<file path="src/rtl/fixed_prio_burst_mux_pkg.sv">
// Shared types and helpers for the fixed-priority burst multiplexer.
// Holds the FSM state encoding and the one-hot to index conversion.
package fixed_prio_burst_mux_pkg;

  typedef enum logic {
    StIdle   = 1'b0,
    StLocked = 1'b1
  } state_e;

  // Widest request vector onehot2idx can convert.
  localparam int unsigned MaxReqWidth = 64;

  // A zero vector maps to index 0.
  function automatic int unsigned onehot2idx(input logic [MaxReqWidth-1:0] onehot);
    int unsigned idx;
    idx = 0;
    for (int unsigned i = 0; i < MaxReqWidth; i++) begin
      if (onehot[i]) idx = idx | i;
    end
    return idx;
  endfunction

endpackage

</file>
<file path="src/rtl/fixed_prio_pick.sv">
// Combinational fixed-priority picker: returns the lowest set request bit as a one-hot grant.
module fixed_prio_pick #(
  parameter int unsigned REQ_WIDTH = 8
) (
  input  logic [REQ_WIDTH-1:0] req,
  output logic [REQ_WIDTH-1:0] gnt
);

  // Subtracting one clears the lowest set bit and sets every bit below it.
  always_comb begin
    gnt = req & ~(req - REQ_WIDTH'(1));
  end

endmodule

</file>
<file path="src/rtl/fixed_prio_burst_mux.sv">
// Valid/ready burst multiplexer: fixed-priority arbitration, grant locked until the
// beat carrying in_last is accepted, single registered output stage.
module fixed_prio_burst_mux
  import fixed_prio_burst_mux_pkg::*;
#(
  parameter int unsigned REQ_WIDTH  = 8,
  parameter int unsigned DATA_WIDTH = 32,
  parameter int unsigned CNT_WIDTH  = 8
) (
  input  logic                            clk,
  input  logic                            rst,
  input  logic [REQ_WIDTH-1:0]            in_valid,
  input  logic [REQ_WIDTH-1:0]            in_last,
  input  logic [REQ_WIDTH*DATA_WIDTH-1:0] in_data,
  output logic [REQ_WIDTH-1:0]            in_ready,
  output logic                            out_valid,
  input  logic                            out_ready,
  output logic [DATA_WIDTH-1:0]           out_data,
  output logic                            out_last,
  output logic [$clog2(REQ_WIDTH)-1:0]    out_src,
  output logic                            busy,
  output logic [CNT_WIDTH-1:0]            beat_cnt
);

  localparam int unsigned IdxW = $clog2(REQ_WIDTH);

  state_e                 state_q, state_d;
  logic [REQ_WIDTH-1:0]   lock_q, lock_d;
  logic [REQ_WIDTH-1:0]   pick_gnt;
  logic                   lock_take;
  logic                   accept;
  logic [DATA_WIDTH-1:0]  sel_data;
  logic                   sel_last;
  logic [IdxW-1:0]        lock_idx;

  logic                   out_valid_q;
  logic [DATA_WIDTH-1:0]  out_data_q;
  logic                   out_last_q;
  logic [IdxW-1:0]        out_src_q;
  logic [CNT_WIDTH-1:0]   beat_cnt_q;

  fixed_prio_pick #(
    .REQ_WIDTH(REQ_WIDTH)
  ) u_pick (
    .req(in_valid),
    .gnt(pick_gnt)
  );

  always_ff @(posedge clk) begin
    if (rst) begin
      state_q <= StIdle;
      lock_q  <= '0;
    end else begin
      state_q <= state_d;
      lock_q  <= lock_d;
    end
  end

  always_comb begin
    state_d = state_q;
    lock_d  = lock_q;
    unique case (state_q)
      StIdle: begin
        if (|in_valid) begin
          state_d = StLocked;
          lock_d  = pick_gnt;
        end
      end
      StLocked: begin
        if (accept && sel_last) begin
          state_d = StIdle;
          lock_d  = '0;
        end
      end
      default: ;
    endcase
  end

  // Outputs: a lane is only offered a slot when the output register is free or draining.
  always_comb begin
    in_ready = '0;
    busy     = 1'b0;
    if (state_q == StLocked) begin
      busy     = 1'b1;
      in_ready = lock_q & {REQ_WIDTH{~out_valid_q | out_ready}};
    end
  end

  always_comb begin
    lock_take = (state_q == StIdle) && (|in_valid);
    accept    = |(in_valid & in_ready);
    sel_data  = '0;
    for (int unsigned i = 0; i < REQ_WIDTH; i++) begin
      sel_data = sel_data | (in_data[i*DATA_WIDTH +: DATA_WIDTH] & {DATA_WIDTH{lock_q[i]}});
    end
    sel_last = |(in_last & lock_q);
    lock_idx = IdxW'(onehot2idx(MaxReqWidth'(lock_q)));
  end

  always_ff @(posedge clk) begin
    if (rst) begin
      out_valid_q <= 1'b0;
      out_data_q  <= '0;
      out_last_q  <= 1'b0;
      out_src_q   <= '0;
      beat_cnt_q  <= '0;
    end else begin
      if (accept) begin
        out_valid_q <= 1'b1;
        out_data_q  <= sel_data;
        out_last_q  <= sel_last;
        out_src_q   <= lock_idx;
        if (!(&beat_cnt_q)) beat_cnt_q <= beat_cnt_q + CNT_WIDTH'(1);
      end else if (out_ready) begin
        out_valid_q <= 1'b0;
      end
      if (lock_take) begin
        out_src_q  <= '0;
        beat_cnt_q <= '0;
      end
    end
  end

  always_comb begin
    out_valid = out_valid_q;
    out_data  = out_data_q;
    out_last  = out_last_q;
    out_src   = out_src_q;
    beat_cnt  = beat_cnt_q;
  end

endmodule

</file>
<file path="config.mk">
export PLATFORM = sky130hd
export DESIGN_NAME = fixed_prio_burst_mux
export DESIGN_NICKNAME = d
export VERILOG_FILES = /design/src/rtl/fixed_prio_burst_mux_pkg.sv /design/src/rtl/fixed_prio_pick.sv /design/src/rtl/fixed_prio_burst_mux.sv
export SDC_FILE = /design/constraint.sdc
export NUM_CORES = 1
export LEC_CHECK = 0
export ABC_AREA = 1
export CAP_MARGIN = 20
export CORE_AREA = 2 2 127 129
export DETAILED_ROUTE_END_ITERATION = 12
export DIE_AREA = 0 0 129 131
export DONT_BUFFER_PORTS = 1
export PLACE_DENSITY = 0.41
export SLEW_MARGIN = 5
export SYNTH_ARGS = -nofsm -noshare
export SYNTH_HDL_FRONTEND = slang
export SYNTH_SLANG_ARGS = --single-unit
</file>
<file path="constraint.sdc">
create_clock -name clk -period 1.4 [get_ports clk]
set_input_delay 0.14 -clock clk [delete_from_list [all_inputs] [get_ports clk]]
set_output_delay 0.14 -clock clk [all_outputs]
set_load 0.02 [all_outputs]
</file>
After elaboration in Yosys (flattened, before gate mapping)
Index checks and enable logic that the tools add are counted.
- bits in registers: 54
- bits of input ports: 275
- output and inout bits: 54
- word-level logic and storage cells: 62
- add/subtract/negate cells: 2
- equal/unequal tests: 2
- muxes and demuxes: 17
- bitwise logic cells: 24
- reductions and logical operators: 10
- operators by type and width (operator ; number):
    $and A32 B32 Y32 ; 8
    $or A32 B32 Y32 ; 7
    $and A8 B8 Y8 ; 4
    $mux W8 ; 3
    $reduce_or A8 Y1 ; 3
    $pmux W8 S2 ; 1
    $mux W3 ; 4
    $add A8 B1 Y8 const B ; 1
    $not A8 Y8 ; 1
    $reduce_and A8 Y1 ; 1
    $sub A8 B1 Y8 const B ; 1
    $mux W1 ; 6
    $mux W2 ; 2
    $ne A2 B1 Y1 const B ; 2
    $reduce_and A2 Y1 ; 2
    $not A1 Y1 ; 3
    $logic_and A1 B1 Y1 ; 2
    $pmux W1 S2 ; 1
    $reduce_bool A2 Y1 ; 1
    $reduce_or A2 Y1 ; 1
    $or A1 B1 Y1 ; 1

Logic depth before layout (Yosys ltp)
Gate-level depths: netlist of run 1.
- depth after elaboration: 9
- depth in mapped cells: 11
- mapped depth without buffers: 9

Hierarchy
Synthesis of run 1 repeated with hierarchy kept, for this count alone.
- cells, all modules: 661
- area total of the unflattened synthesis: 3910.0 um^2
- by module, submodules not included (module ; times used ; cells each ; area each (um^2) ; sequential area each (um^2)):
    fixed_prio_burst_mux ; 1 ; 641 ; 3816.2 ; 1081.0
    fixed_prio_pick ; 1 ; 20 ; 93.8 ; 0.0

Least setup slack after synthesis of run 1
OpenSTA, ideal clock, no wires.
- path kind: register -> register
- start point: register beat_cnt_q[0], in the netlist beat_cnt[0]
- end point: register beat_cnt_q[2], in the netlist beat_cnt[2]
- arrival time: 1.443 ns
- data required time: 1.330 ns
- slack: -0.113 ns
- cell stages (with the launch flop): 8
- buffers on the path: 0
- period minus slack after synthesis: 1.513 ns
- cells stage by stage: dfxtp_1 -> ha_1 -> nand4_1 -> inv_1 -> nand3_1 -> nand2_2 -> nand2_1 -> a21oi_1
- longest elaborated chain between the ends: 3
- elaborated cells between the ends (all ways): 4
- those cells by class: add/sub (1); bitwise (1); reduce/logical (2)
- RTL lines (what ; line ; source):
    start: declaration ; fixed_prio_burst_mux.sv:40 ; logic [CNT_WIDTH-1:0] beat_cnt_q;
    start signal: assignment ; fixed_prio_burst_mux.sv:113 ; if (!(&beat_cnt_q)) beat_cnt_q <= beat_cnt_q + CNT_WIDTH'(1);
    parallel branches: the longest is 3 deep, another holds $add A8 B1 Y8 ; - ;
Parallel ways; which one is timed is not known.
A chain may end at the register's enable or synchronous reset.

Final worst setup path of run 1
- start point: register state_q
- end point: register out_src_q[0], in the netlist out_src[0]
- longest elaborated chain between the ends: 3
- elaborated cells between the ends (all ways): 6
- those cells by class: mux (1); bitwise (2); reduce/logical (3)
- RTL lines (what ; line ; source):
    start: declaration ; fixed_prio_burst_mux.sv:27 ; state_e state_q, state_d;
    start signal: assignment ; fixed_prio_burst_mux.sv:51 ; state_q <= StIdle;
    start signal: assignment ; fixed_prio_burst_mux.sv:54 ; state_q <= state_d;
    $mux W8 / $not A1 Y1 (equally long branches) ; fixed_prio_burst_mux.sv:83, fixed_prio_burst_mux.sv:90 ;
    $and A8 B8 Y8 / $logic_and A1 B1 Y1 (equally long branches) ; fixed_prio_burst_mux.sv:91, fixed_prio_burst_mux.sv:90 ;
    $reduce_or A8 Y1 / $reduce_or A2 Y1 (equally long branches) ; - ;
    end signal: assignment ; fixed_prio_burst_mux.sv:112 ; out_src_q <= lock_idx;
    end: declaration ; fixed_prio_burst_mux.sv:39 ; logic [IdxW-1:0] out_src_q;
Parallel ways exist; a longest one is shown, timed or not.

==> impl_metrics.csv, run 1 <==
group,metric,value,unit
outcome,status,"finished with violations",
outcome,violations,"negative hold slack, negative setup slack",
synthesis,ys_warn_count,0,
die,core_area,0.0156,mm2
routing,drt_first_iter_violations,211,
power,switchingPower,1.11,mW
cells_and_area,nets,957,
min_path,hold_class,"primary input to flip-flop",
critical_path,crit_top_cell,"nand2_1",
power,vdd_drop_max,0.436,mV
clocking,cts_tree,"done",
synthesis,avgSynthCellArea,6.08,um2
clocking,htreeDepth,2,
clocking,numCtsBuffers,5,
sta,slew_headroom,66.7,%
clocking,clock_latency,0.30,ns
routing,dr_wl_met3,1570,um
sta,rsz0062_at_grt,"yes",
clocking,cts-root-buf,"clkbuf_16",
sta,max_freq,0.642,GHz
power,power_frac_seq,45.3,%
critical_path,cpPeakStageDelay,0.39,ns
die,ios,329,
routing,ant_nets,0,
die,dieArea,0.0169,mm2
cells_and_area,fill_cells,1737,
routing,wl_per_cell,22.0,um
die,rows,46,
cells_and_area,areaGrowthSynthToFinish,26.7,%
global_route,grt_pass1_wl,27700,um
power,pwr-share-clk,37.9,%
critical_path,startpoint,"state_q",
routing,vias_per_cell,5.38,
cells_and_area,final_cell_mix,"nand2_1, buf_4, nor2_1",
placed_design,placed_cells,881,
clocking,cts_sinks,54,
sta,whs,-0.109,ns
sta,max_slew.worst_pin.slew,0.500,ns
critical_path,critPathSlowestCell,"dfxtp_4",
synthesis,yosysSeqAreaShare,27.9,%
cells_and_area,final_cells,899,
power,power_density,770,mW/mm2
critical_path,crit_chain,"nand2_1 -> nand3b_1 -> nand2_1 -> nor2_4 -> nand2_8 -> buf_6 -> o21ai_0 -> a21oi_1",
critical_path,worstSetupPathType,"flip-flop to flip-flop",
power,netSwitchingFraction,29.4,%
routing,vias,4840,
routing,drt_wl_total,19800,um
routing,drt-met1-wl,7310,um
placed_design,dp_hpwl,15800,um
synthesis,ys_ff_latch,54,
global_route,grt_usage,22.2,%
synthesis,synth_nets,913,
critical_path,reg2reg_from,"state_q",
synthesis,synth_area_leaders,"dfxtp_1, nand2_1, a221oi_1, nor2_1, a21oi_1",
routing,drc_errors,0,
sta,fin_skew,0.00563,ns
power,p_int,2.67,mW
power,power_leakage,2.15,nW
die,die_h,131,um
critical_path,worstPathMaxFanout,9,
placed_design,portBuffers,0,
power,combPwrFrac,16.9,%
die,initial_utilization,24.8,%
routing,top_layer,"met4",
critical_path,cp.arrival,1.75,ns
synthesis,syn_inst,637,
sta,hold_violations,19,
synthesis,yosys.area.top_type,"dfxtp_1",
cells_and_area,drive_gt1_share,19.8,%
global_route,grt_pass1_vias,4827,
min_path,min_from,"rst",
clocking,path_clk_slew,0.07,ns
sta,final.setup.worst_slack,-0.158,ns
sta,period_needed,1.56,ns
synthesis,ys_types,33,
critical_path,critPathLaunchType,"flip-flop",
sta,setup_viol,58,
sta,period_share,111,%
clocking,clockBufferDepth,2,
die,die_x,129,um
critical_path,cp-end-kind,"flip-flop",
run,maxCapViolCount,0,
cells_and_area,final_common_cell,"nand2_1",
synthesis,synth_top_area_share,27.9,%
routing,wl_met2,10200,um
placed_design,gp_congestion,0.940,
synthesis,synthesis.area,0.00387,mm2
global_route,grt_overflow,0,
routing,dr.pass1.iters,7,
global_route,grt_max_degree,29,
critical_path,required,1.59,ns
global_route,antenna_found_initial,1,
sta,drv_slew,0,
timing repair:
item                                   CTS  global route
resized for setup                       18            44
pin swaps                                2             3
buffers inserted                         4             2
cloned                                   1             2
setup endpoints to repair               61            62
endpoints found under the hold margin   19            19
through the flow:
stage          setup TNS, ns  total power [mW]  util, %  setup WS [ns]  cell area (um2)
2_1_floorplan         -0.187              2.10        -        -0.0143             3880
3_3_place_gp           -5.21              2.32     28.9         -0.167             4510
3_5_place_dp           -7.50              2.33     28.9         -0.199             4510
4_1_cts                -4.97              3.80     30.7         -0.128             4790
5_1_grt               -11.13              3.96     31.5         -0.269             4910
6_report               -5.42              3.78     31.5         -0.158             4910
power by group through the flow:
stage | Combinational, mW | Sequential (mW) | Clock [mW]
after floorplan | 0.375 | 1.73 | 0
after global placement | 0.572 | 1.75 | 0
after detailed placement | 0.579 | 1.75 | 0
after CTS | 0.612 | 1.71 | 1.48
after global routing | 0.704 | 1.72 | 1.54
final | 0.638 | 1.71 | 1.43
sequential cells by signal (all words and copies together), names as in the netlist:
signal	count
out_last	1
out_valid	1
out_data	32
beat_cnt	8
lock_q	8
state_q	1
out_src	3
worst paths after layout:
| check | slack, ns | cells past startpoint | to |
|---|---|---|---|
| worst max-delay path | -0.16 | 8 | out_src[0] |
| worst min-delay path | -0.11 | 1 | lock_q[1] |
| worst max register to register | -0.16 | 8 | out_src[0] |
| worst min register to register | 0.53 | 2 | out_data[13] |
worst max-delay path, delay by kind of cell (launching register included):
| family | cells | cell delay, ns |
|---|---|---|
| and+or+nand+nor | 5 | 0.66 |
| DFF | 1 | 0.39 |
| AOI/OAI and AO/OA | 2 | 0.21 |
| buffers and inverters | 1 | 0.17 |
synthesized netlist by cell type:
cell type,number
inv_1,14
nor2_1,52
o2111ai_1,1
clkbuf_1,18
nand2_1,265
nand2_2,8
ha_1,1
buf_1,9
nor4_1,6
inv_6,1
xnor2_1,2
nand2_4,1
nor2_2,2
or2_2,1
nand3b_1,4
a221oi_1,34
buf_4,5
a22o_1,12
nor3_1,3
buf_2,7
xor2_1,3
or2_1,1
buf_6,5
o21ai_0,35
nand4_1,25
dfxtp_1,54
o21ai_1,1
a21oi_1,38
clkinv_1,2
a211oi_2,1
clkbuf_2,1
nand3_1,23
inv_2,2
area by class of cell:
class	count	area (um2)	area share, %
multi-input combinational	521	2600	52.9
sequential	54	1110	22.6
timing repair buffer	79	669	13.6
tap	216	270	5.50
clock buffer	8	166	3.39
inverter	19	87.6	1.78
timing repair inverter	1	7.51	0.153
antenna	1	2.50	0.0510
metal layers:
metal / GRT usage (%) / vias to the layer above
li1: - / 2254
met1: 23.9 / 2257
met2: 42.2 / 292
met3: 4.52 / 37
met4: 9.21 / 0
met5: 0 / -
logic make-up after synthesis:
group                    Yosys count  synth area share (%)
AO/OA/AOI/OAI                    122                  20.5
AND/OR/NAND/NOR                  391                  42.1
buffers and inverters             64                  8.04
adder cells (fa/ha/maj)            1                 0.323
flip-flops                        54                  27.9
XOR/XNOR                           5                  1.13
No activity file was read; power rests on OpenSTA's default activity.
==> run 2, diff against run 1 <==
--- a/config.mk
+++ b/config.mk
@@ -11,7 +11,8 @@
 export DETAILED_ROUTE_END_ITERATION = 12
 export DIE_AREA = 0 0 129 131
 export DONT_BUFFER_PORTS = 1
-export PLACE_DENSITY = 0.41
+export PLACE_DENSITY = 0.46
+export RECOVER_POWER = 50
 export SLEW_MARGIN = 5
 export SYNTH_ARGS = -nofsm -noshare
 export SYNTH_HDL_FRONTEND = slang
==> run 2 against run 1 <==
The flow still finishes with violations (negative hold slack, negative setup slack); clock skew up 0.0020 ns; hold slack improved by 0.019 ns; sequential share of layout area rose by 0.76 points; power decreased by 6.8%; die area is the same; non-clock buffer count down 17; flip-flop and latch count stayed put; critical endpoint is now out_data[20]; largest cell class unchanged; largest power group unchanged.
==> impl_metrics.csv, run 2 (synthesis gave the netlist of run 1 again) <==
group,metric,value,unit
outcome,status,"finished with violations",
outcome,violations,"negative hold slack, negative setup slack",
clocking,clock_latency,0.29,ns
clocking,htreeDepth,2,
critical_path,endpoint,"out_data[20]",
critical_path,cp-end-kind,"flip-flop",
clocking,clockBufferDepth,2,
cells_and_area,final_common_cell,"nand2_1",
critical_path,required,1.63,ns
sta,period_needed,1.48,ns
critical_path,cp_top_family,"simple AND/OR/NAND/NOR gates",
die,die_x,129,um
routing,ant_nets,0,
die,dieArea,0.0169,mm2
sta,setup_viol,53,
die,ios,329,
clocking,path_clk_slew,0.07,ns
critical_path,cpPeakStageDelay,0.39,ns
sta,whs,-0.0899,ns
critical_path,cp.arrival,1.71,ns
placed_design,dp_hpwl,14700,um
clocking,cts-root-buf,"clkbuf_16",
routing,wl_per_cell,21.6,um
clocking,cts_sinks,54,
sta,max_slew.worst_pin.slew,0.359,ns
critical_path,critPathSlowestCell,"dfxtp_4",
global_route,grt_pass1_vias,4446,
critical_path,crit_top_cell,"nand2_1",
critical_path,worstSetupPathType,"flip-flop to flip-flop",
sta,slew_headroom,76.1,%
cells_and_area,final_area,0.00472,mm2
routing,vias,4725,
die,core_area,0.0156,mm2
sta,fin_skew,0.00758,ns
sta,max_freq,0.678,GHz
sta,period_share,105,%
cells_and_area,areaGrowthSynthToFinish,21.8,%
global_route,grt_usage,20.6,%
run,maxCapViolCount,0,
cells_and_area,num_antenna_cells,0,
critical_path,startpoint,"state_q",
critical_path,reg2reg_to,"out_data[20]",
placed_design,dpl_cell_area,0.00439,mm2
cells_and_area,seqCellArea,0.00110,mm2
global_route,antenna_found_initial,1,
sta,drv_slew,0,
min_path,hold_class,"primary input to flip-flop",
placed_design,portBuffers,0,
critical_path,ff2ff_setup_slack,-0.08,ns
routing,drt_wl_total,19000,um
critical_path,cp.depth,10,
die,die_h,131,um
cells_and_area,multiInputGateArea,0.00255,mm2
global_route,grt_overflow,0,
sta,final.setup.worst_slack,-0.0754,ns
critical_path,critPathLaunchType,"flip-flop",
critical_path,crit_chain,"nand2_2 -> inv_1 -> nand3_1 -> nand2_1 -> nor2_4 -> nand2_8 -> buf_12 -> inv_16 -> nand2_1 -> a21oi_2",
power,power_leakage,2.06,nW
global_route,grt_pass1_wl,25800,um
critical_path,reg2reg_from,"state_q",
routing,drt_first_iter_violations,276,
die,rows,46,
clocking,cts_tree,"done",
routing,dr.pass1.iters,5,
sta,rsz0062_at_grt,"yes",
routing,vias_per_cell,5.38,
cells_and_area,largest_reg_flops,32,
die,initial_utilization,24.8,%
cells_and_area,final_cell_mix,"nand2_1, nor2_1, buf_4",
critical_path,worst-path-buf-inv,3,
critical_path,rr_worst_depth,10,
sta,hold_violations,19,
power,power_density,747,mW/mm2
routing,drc_errors,0,
power,vdd_drop_max,0.357,mV
critical_path,worstPathMaxFanout,14,
cells_and_area,fin_util,30.3,%
cells_and_area,drive_gt1_share,15.7,%
placed_design,gp_congestion,0.870,
cells_and_area,fill_cells,1741,
global_route,grt_max_degree,23,
clocking,numCtsBuffers,5,
cells_and_area,nets,939,
[run 2: cell types whose count changed in the layout (fill, tap and decap cells not counted), moves of 4 or more]
cell     previous run  this run
o21ai_1            23        16
buf_4              69        51
nor2_1             47        51
o21ai_0            12        20
nor2_2              5         1
[run 2: report_power, final]
part / switching, mW / total (mW) / internal, mW
combinational: 0.353 / 0.591 / 0.238
clock: 0.558 / 1.22 / 0.657
sequential: 0.121 / 1.72 / 1.60
total: 1.03 / 3.53 / 2.49
[run 2: layout make-up]
type                    count  area share [%]
flip-flops and latches     54            23.3
repair inverters            1           0.239
clock buffers               7            2.81
multi-input cells         520            54.1
repair buffers             62            11.9
inverters                  19            1.86
well taps                 216            5.73
[run 2: metal layers]
layer,up-vias,wire (um),GRT usage (%)
li1,2211,-,-
met1,2193,7010,22.7
met2,284,9900,39.2
met3,35,1430,3.46
met4,2,619,8.38
met5,-,13,0
[run 2: worst min-delay path by stage]
stage                end  depth (start not counted)   startpoint
2_1_floorplan  lock_q[1]                          2  in_valid[1]
3_3_place_gp   lock_q[1]                          1          rst
3_5_place_dp   lock_q[1]                          1          rst
4_1_cts        lock_q[1]                          1          rst
5_1_grt        lock_q[7]                          1          rst
6_report       lock_q[1]                          1          rst
[run 2: per-stage QoR]
| stage | total power, mW | setup slack, ns | cells | hold slack, ns | setup TNS, ns |
|---|---|---|---|---|---|
| finish | 3.53 | -0.0754 | 879 | -0.0899 | -2.12 |
| global route | 3.68 | -0.186 | 879 | -0.0992 | -8.14 |
| CTS | 3.57 | -0.0720 | 879 | -0.100 | -1.82 |
| detailed placement | 2.29 | -0.231 | 865 | 0.209 | -10.03 |
| global placement | 2.28 | -0.175 | 865 | 0.208 | -6.57 |
| floorplan | 2.10 | -0.0143 | 637 | 0.287 | -0.187 |
[run 2: repair_timing]
action / in CTS / in global routing
gates cloned: 2 / 0
gates resized for setup: 36 / 10
pin swaps: 3 / 2
hold endpoints to repair: 19 / 19
setup buffers: 5 / 0
setup endpoints to repair: 62 / 62
